File: src/rtl/pipe_hazard_ctrl.sv
`default_nettype none
// ============================================================================
// Module   : pipe_hazard_ctrl
// Purpose  : Stall/flush controller for a 5-stage RV32 pipeline. Drives the
//            PC/F/D/E/M register enables and the D/E/W bubble controls.
//            Handles load-use hazards with an x0 exemption, branch flushes and
//            a variable-latency data-memory handshake with a wait timeout.
// Config   : PERF_CNT_EN - when defined, builds saturating perf counters
//            (load-use stalls, memory stalls, branch flushes). When undefined,
//            the cnt_* ports are tied to zero and no counter flops exist.
// Ports    :
//   clk, rst_n         clock (rising edge), asynchronous active-low reset
//   ResultSrc_E        E-stage result select (2'b01 = load)
//   RegWrite_E, Rd_E   E-stage register write enable / destination
//   Rs1_D, Rs2_D       D-stage source registers
//   PCSrc_E            taken branch/jump resolved in E
//   MemReq_M, mem_ack  M-stage memory request / memory completion
//   valid_PC..valid_M  register enables
//   flash_D, flash_E   bubble insertion into F/D and D/E
//   flash_W            suppress W-stage write/retire
//   mem_busy           memory FSM is in WAIT
//   mem_timeout        sticky memory-timeout flag (cleared by reset only)
//   cnt_ld/mem/fl      perf counters
// Revision : 1.0 - initial release
// ============================================================================
module pipe_hazard_ctrl #(
    parameter int REG_AW  = 5,
    parameter int MEM_TMO = 15,
    parameter int TMO_W   = 4,
    parameter int CNT_W   = 32
) (
    input  logic              clk,
    input  logic              rst_n,
    input  logic [1:0]        ResultSrc_E,
    input  logic              RegWrite_E,
    input  logic [REG_AW-1:0] Rs1_D,
    input  logic [REG_AW-1:0] Rs2_D,
    input  logic [REG_AW-1:0] Rd_E,
    input  logic              PCSrc_E,
    input  logic              MemReq_M,
    input  logic              mem_ack,
    output logic              valid_PC,
    output logic              valid_F,
    output logic              valid_D,
    output logic              valid_E,
    output logic              valid_M,
    output logic              flash_D,
    output logic              flash_E,
    output logic              flash_W,
    output logic              mem_busy,
    output logic              mem_timeout,
    output logic [CNT_W-1:0]  cnt_ld,
    output logic [CNT_W-1:0]  cnt_mem,
    output logic [CNT_W-1:0]  cnt_fl
);

    localparam logic [0:0]       S_IDLE    = 1'b0;
    localparam logic [0:0]       S_WAIT    = 1'b1;
    localparam logic [TMO_W-1:0] c_mem_tmo = TMO_W'(MEM_TMO);
    localparam logic [TMO_W-1:0] c_one     = TMO_W'(1);

    logic [0:0]       r_state;
    logic [0:0]       w_state_nxt;
    logic [TMO_W-1:0] r_wcnt;
    logic [TMO_W-1:0] w_wcnt_nxt;
    logic             r_timeout;
    logic             w_timeout_nxt;
    logic             w_mem_wait;
    logic             w_rdy_m;
    logic             w_lwstall;

    // Load-use hazard: a load in E feeding a D-stage source. Writes to x0
    // never create a real dependency, so they are exempt.
    assign w_lwstall = (ResultSrc_E == 2'b01) && RegWrite_E && (Rd_E != '0) &&
                       ((Rs1_D == Rd_E) || (Rs2_D == Rd_E));

    assign w_rdy_m = ~w_mem_wait;

    // ------------------------------------------------------------------
    // State register
    // ------------------------------------------------------------------
    always_ff @(posedge clk or negedge rst_n) begin
        if (!rst_n) begin
            r_state   <= S_IDLE;
            r_wcnt    <= '0;
            r_timeout <= 1'b0;
        end else begin
            r_state   <= w_state_nxt;
            r_wcnt    <= w_wcnt_nxt;
            r_timeout <= w_timeout_nxt;
        end
    end

    // ------------------------------------------------------------------
    // Next-state logic. mem_wait is produced here because it depends on
    // the same transition conditions: the cycle that leaves WAIT (ack or
    // timeout) is already a released cycle.
    // ------------------------------------------------------------------
    always_comb begin
        w_state_nxt   = r_state;
        w_wcnt_nxt    = r_wcnt;
        w_timeout_nxt = r_timeout;
        w_mem_wait    = 1'b0;
        case (r_state)
            S_IDLE: begin
                // A same-cycle ack completes with zero stall; an ack with
                // no request is simply ignored.
                if (MemReq_M && !mem_ack) begin
                    w_state_nxt = S_WAIT;
                    w_wcnt_nxt  = c_one;
                    w_mem_wait  = 1'b1;
                end
            end
            S_WAIT: begin
                if (mem_ack) begin
                    w_state_nxt = S_IDLE;
                    w_wcnt_nxt  = '0;
                end else if (r_wcnt == c_mem_tmo) begin
                    // Give up: release the pipeline, flag the error.
                    w_state_nxt   = S_IDLE;
                    w_wcnt_nxt    = '0;
                    w_timeout_nxt = 1'b1;
                end else begin
                    w_wcnt_nxt = r_wcnt + c_one;
                    w_mem_wait = 1'b1;
                end
            end
            default: begin
                w_state_nxt = S_IDLE;
                w_wcnt_nxt  = '0;
            end
        endcase
    end

    // ------------------------------------------------------------------
    // Output logic. A memory wait freezes everything and masks flushes, so
    // a pending branch or load-use bubble takes effect on release. A branch
    // beats a load-use stall: the PC must load the target.
    // ------------------------------------------------------------------
    always_comb begin
        valid_M     = w_rdy_m;
        valid_E     = w_rdy_m;
        valid_D     = w_rdy_m;
        valid_PC    = w_rdy_m && (!w_lwstall || PCSrc_E);
        valid_F     = w_rdy_m && (!w_lwstall || PCSrc_E);
        flash_D     = w_rdy_m && PCSrc_E;
        flash_E     = w_rdy_m && (PCSrc_E || w_lwstall);
        flash_W     = w_mem_wait;
        mem_busy    = (r_state == S_WAIT);
        mem_timeout = r_timeout;
    end

`ifdef PERF_CNT_EN
    logic [CNT_W-1:0] r_cnt_ld;
    logic [CNT_W-1:0] r_cnt_mem;
    logic [CNT_W-1:0] r_cnt_fl;
    logic             w_inc_ld;
    logic             w_inc_fl;

    // Only stalls that actually hold the front end count as load-use cycles.
    assign w_inc_ld = w_lwstall && w_rdy_m && !PCSrc_E;
    assign w_inc_fl = w_rdy_m && PCSrc_E;

    always_ff @(posedge clk or negedge rst_n) begin
        if (!rst_n) begin
            r_cnt_ld  <= '0;
            r_cnt_mem <= '0;
            r_cnt_fl  <= '0;
        end else begin
            if (w_inc_ld && !(&r_cnt_ld))
                r_cnt_ld <= r_cnt_ld + CNT_W'(1);
            if (w_mem_wait && !(&r_cnt_mem))
                r_cnt_mem <= r_cnt_mem + CNT_W'(1);
            if (w_inc_fl && !(&r_cnt_fl))
                r_cnt_fl <= r_cnt_fl + CNT_W'(1);
        end
    end

    assign cnt_ld  = r_cnt_ld;
    assign cnt_mem = r_cnt_mem;
    assign cnt_fl  = r_cnt_fl;
`else
    assign cnt_ld  = '0;
    assign cnt_mem = '0;
    assign cnt_fl  = '0;
`endif

endmodule
`default_nettype wire
File: config.mk
export PLATFORM = sky130hd
export DESIGN_NAME = pipe_hazard_ctrl
export DESIGN_NICKNAME = d
export VERILOG_FILES = /design/src/rtl/pipe_hazard_ctrl.sv
export SDC_FILE = /design/constraint.sdc
export NUM_CORES = 1
export LEC_CHECK = 0
export ABC_AREA = 1
export CAP_MARGIN = 30
export CORE_MARGIN = 2
export CORE_UTILIZATION = 32
export DETAILED_ROUTE_END_ITERATION = 7
export PLACE_DENSITY = 0.87
export SYNTH_ARGS = -nofsm -noshare
export SYNTH_HDL_FRONTEND = slang
export SYNTH_SLANG_ARGS = --single-unit
File: constraint.sdc
create_clock -name clk -period 4.9 [get_ports clk]
set_input_delay 1.47 -clock clk [delete_from_list [all_inputs] [get_ports clk]]
set_output_delay 1.47 -clock clk [all_outputs]
set_load 0.05 [all_outputs]
Yosys cells after proc, flatten, opt, wreduce, memory -nomap -nowiden

Cells that the tools add are included.

Bits of input ports: 23
Output and inout port bits: 106
Register bits after elaboration: 6
Word-level logic and storage cells: 34

Reduce and logical (&&, ||, !) cells: 14
Muxes and demuxes: 8
Bitwise operators: 3
Add/subtract/negate cells: 1
Equal/unequal tests: 5

Operators by type and width:

| kind                                                | count |
|---|---|
| two-way mux 4 bit                                   | 3 |
| equality test 5 bit                                 | 2 |
| one-hot mux 4 bit (2 select lines)                  | 1 |
| logical AND 1 bit                                   | 7 |
| nonzero test 5 bit                                  | 1 |
| adder 4 x 1 -> 4 bit, second input constant         | 1 |
| equality test 4 bit, second input constant          | 1 |
| logical OR 1 bit                                    | 3 |
| two-way mux 1 bit                                   | 3 |
| NOT 1 bit                                           | 3 |
| AND reduction 3 bit                                 | 1 |
| equality test 2 x 1 -> 1 bit, second input constant | 1 |
| logical NOT 1 bit                                   | 2 |
| != test 2 bit, second input constant                | 1 |
| one-hot mux 1 bit (2 select lines)                  | 1 |

Depth between registers and ports, before layout

Word-level depth: 7
Mapped depth: 10
Gate-level depth less buffers: 9

Least setup slack after synthesis

Ideal clock, no wire load.

Kind: input -> output
Start point: input port mem_ack
End point: output port valid_PC
Cell stages on the path: 9
Data arrival time: 2,740 ps
Required time: 3,430 ps
Slack: 690 ps
Path buffers: 1
Path through: inv_2 nand2_2 inv_2 nand2_1 nand2_4 inv_4 nand2_2 nand2_1 buf_4

Cells in the longest elaborated chain, start to end: 6
Elaborated cells between the ends (all ways): 7
Those cells by class: mux (3); bitwise (1); reduce/logical (3)

Ends and longest elaborated chain:

| element                              | line | source |
|---|---|---|
| start: declaration                   | 41   | `input logic mem_ack,` |
| logical NOT 1 bit                    | 108  | `if (MemReq_M && !mem_ack) begin` |
| logical AND 1 bit                    | 108  |  |
| two-way mux 1 bit                    | 108  |  |
| one-hot mux 1 bit (2 select lines) * | 104  | `case (r_state)` |
| named net flash_W                    | 49   | `output logic flash_W,` |
| NOT 1 bit *                          | 77   | `assign w_rdy_m = ~w_mem_wait;` |
| named net valid_D                    | 44   | `output logic valid_D,` |
| logical AND 1 bit *                  | n/a  |  |
| end: declaration                     | 42   | `output logic valid_PC,` |

The timed path passes the listed nets; every way through them passes the cells marked *.

Final worst setup path

Start point: input port mem_ack
End point: output port flash_W

Cells in the longest elaborated chain, start to end: 4
Elaborated cells between the ends (all ways): 5
Those cells by class: mux (3); reduce/logical (2)

Ends and longest elaborated chain:

| element                              | line |
|---|---|
| logical NOT 1 bit                    | 108 |
| logical AND 1 bit                    | 108 |
| two-way mux 1 bit                    | 108 |
| one-hot mux 1 bit (2 select lines) * | 104 |
| end: declaration                     | 49 |

Mark *: on every way between the ends. The rest lies on a longest branch, timed or not.

==> results by group <==
Timing
  • Final hold violations: 0
  • Final setup fails: 0
  • Max Freq: 217 MHz
  • Final Skew: 2.97 ps
  • Worst Hold Margin: 470 ps
  • Fin crit share: 93.9%
  • Fin crit period: 4600 ps
  • Max Slew Vio Count: 0
  • RSZ-0062 raised after global routing: no
  • Setup tns final: 0 ps

Die
  • Die H: 67.2 um
  • Core ar.: 0.00374 sq mm
  • I/O Pins: 129
  • Total Die Area: 0.00451 sq mm
  • Starting Density: 34.1%
  • # rows: 22
  • Chip width: 67.2 um

Power
  • Combinational share of power: 67.0%
  • PD cells: 304 mW/mm^2
  • NetSw: 249 uW
  • P_int: 156 uW
  • Cell leakage power: 0.000805 uW
  • Clock power share: 17.9%
  • Sequential share of power: 15.1%
  • Sw frac: 61.5%
  • Peak supply drop: 0.0956 mV

Yosys
  • Share of the synthesized area in the top cell type: 58.2%
  • Synth Instances: 186
  • Ys Warns: 0
  • Top post-synthesis cells by area: buf_4 (58%), dfrtp_1 (12%), nand2_1 (7.6%), inv_1 (3.5%), nor2_1 (2.6%)
  • Flops & latches, synth: 6
  • Synth area leader: buf_4
  • Sequential cell area fraction in the yosys report: 11.8%
  • Post-synth cell types: 20
  • Area of the mapped netlist: 0.00128 sq mm
  • Syn avg cell area: 6.87 sq um

Route
  • Routed Antenna Nets: 0
  • Via Count: 873
  • DR top layer: met3
  • Post-route met1 wirelength: 558 um
  • Total Wirelength: 2000 um
  • Via density: 3.29
  • First DRT Iteration DRCs: 21
  • DRC: 0
  • Drt wl/cell: 7.54 um
  • WL met3: 219 um
  • Met2 routed WL: 1220 um
  • Drt pass-1 iters: 4

Worst setup path
  • Register-to-Register Path Depth: 4
  • CP Capture Type: output pin
  • Crit-path slowest cell: clkdlybuf4s50_1
  • Cell family with most CP delay: buffers and inverters
  • Worst path most repeated cell: clkdlybuf4s50_1
  • CP bufs+invs: 2
  • Worst path required time: 3430 ps
  • CP peak stage delay: 800 ps
  • CP Launch Point: mem_ack
  • Worst path depth: 5
  • RR Endpoint: r_wcnt[0]$_DFFE_PN0P_
  • Crit-path cells: clkdlybuf4s50_1, nor2_2, nand2_2, nand2_4, clkdlybuf4s50_1
  • Crit path kind: in2out
  • Worst R2R Start: r_wcnt[0]$_DFFE_PN0P_
  • Startpoint types: input pin
  • R2R setup slack: 3740 ps
  • Worst Path Arrival: 3130 ps
  • Worst setup path end: flash_W
  • Crit path max fanout: 3

Finish
  • Fillers: 417
  • Area delta synth->final: 4.31%
  • Fin area: 0.00133 sq mm
  • Fraction of layout cells with a size suffix above 1: 11.1%
  • # diodes: 0
  • Layout net count: 243

Clocking
  • Clock-pin slew of the registers on the worst-case setup and hold paths: 30 ps
  • CTS sink cnt: 6
  • Root Buffer: clkbuf_8
  • Num CTS Buffers: 3
  • Clk Latency, worst-skew pair: 220 ps
  • Post-CTS sizing: 0
  • H-Tree Level Count: 1
  • Max Root-Sink Buffers: 2
  • TritonCTS clock tree: built
  • Postcts setup bufs: 0
  • # hold bufs at CTS: 0

Global routing
  • Largest net degree at the start of global routing: 7
  • Vias in the first global route: 637
  • Total GRT Usage: 7.25%
  • First-pass GRT wire length: 2460 um
  • Initial antenna violation count: 0
  • Grt ovf: 0

Placed design
  • Post-DP HPWL: 1870 um
  • RePlAce Congestion: 0.687
  • Port Buf Inserts: 32
  • Post-DP Area: 0.00129 sq mm

Status
  • Run status: complete, no violations

Hold path
  • Hold Crit Class: reg2reg

Flow run
  • Max cap viols: 0
-- through the flow --
stage | util (%) | total power, uW | worst slack, ps | cells
global route | 35.6 | 423 | 255 | 265
floorplan | - | 343 | 690 | 281
global placement | 34.5 | 328 | 358 | 262
finish | 35.6 | 405 | 301 | 265
CTS | 35.6 | 406 | 310 | 265
detailed placement | 34.5 | 330 | 313 | 262
-- cell usage in the layout (no fill, tap or decap) --
cell type        instances
a21oi_1                  1
a32o_1                   1
buf_12                   3
buf_4                    4
clkbuf_8                 3
clkdlybuf4s50_1         25
conb_1                  96
dfrtp_1                  6
ha_1                     1
inv_1                   12
inv_2                    7
inv_4                    1
nand2_1                 26
nand2_2                  4
nand2_4                  1
nand3_1                  5
nand4_1                  3
nor2_1                   9
nor2_2                   1
o21ai_0                  3
o21bai_1                 1
xnor2_1                  3
xor2_1                   1
-- area by class of cell --
cell class                      count  area (sq um)  share of cell area (%)
Sequential cell                     6           150                    11.3
Multi-Input combinational cell    156           663                    49.8
Tap cell                           48          60.1                    4.51
Timing Repair Buffer               32           340                    25.5
Inverter                           20          77.6                    5.82
Clock buffer                        3          41.3                    3.10
-- how the worst min path moves through the flow --
| stage | start | end | slack (ps) | cells after the start |
|---|---|---|---|---|
| 3_5_place_dp | mem_timeout$_DFFE_PN0P_ | mem_timeout$_DFFE_PN0P_ | 460 | 1 |
| 4_1_cts | mem_timeout$_DFFE_PN0P_ | mem_timeout$_DFFE_PN0P_ | 470 | 1 |
| 5_1_grt | mem_timeout$_DFFE_PN0P_ | mem_timeout$_DFFE_PN0P_ | 490 | 1 |
| 6_report | mem_timeout$_DFFE_PN0P_ | mem_timeout$_DFFE_PN0P_ | 470 | 1 |
| 2_1_floorplan | r_wcnt[0]$_DFFE_PN0P_ | r_wcnt[0]$_DFFE_PN0P_ | 480 | 1 |
| 3_3_place_gp | mem_timeout$_DFFE_PN0P_ | mem_timeout$_DFFE_PN0P_ | 460 | 1 |
-- cells by family after synthesis --
family	count (synthesis)	share of synthesized area [%]
fa+ha+maj	1	0.979
other cells	1	0.294
simple gates	49	17.0
flops	6	11.8
xor+xnor	4	2.74
compound gates	6	2.94
buf+inv	119	64.3
-- state kept, by name, summed over array words and instances (netlist names) --
register	cells
r_wcnt	4
mem_busy	1
mem_timeout	1
-- synth_stat cells --
cell      instances
inv_2             7
o21ai_0           3
buf_4            99
conb_1            1
inv_4             1
nand3_1           5
xor2_1            1
nand2_2           4
nand2_1          26
xnor2_1           3
dfrtp_1           6
nand2_4           1
nor2_1            9
nor2_2            1
a21oi_1           1
inv_1            12
nand4_1           3
a32o_1            1
o21bai_1          1
ha_1              1
-- per-layer routing --
metal	vias to the layer above	global-route usage (%)
li1	429	-
met5	-	0
met4	0	2.30
met2	69	16.7
met1	375	5.87
met3	0	1.00
-- power by group through the flow --
stage / combinational, uW / sequential [uW] / clock (uW)
finish: 271 / 61.1 / 72.5
global route: 284 / 61.3 / 77.5
CTS: 270 / 61.0 / 74.3
detailed placement: 269 / 61.1 / 0
global placement: 267 / 60.6 / 0
floorplan: 278 / 64.9 / 0
No activity file was read; power rests on OpenSTA's default activity.
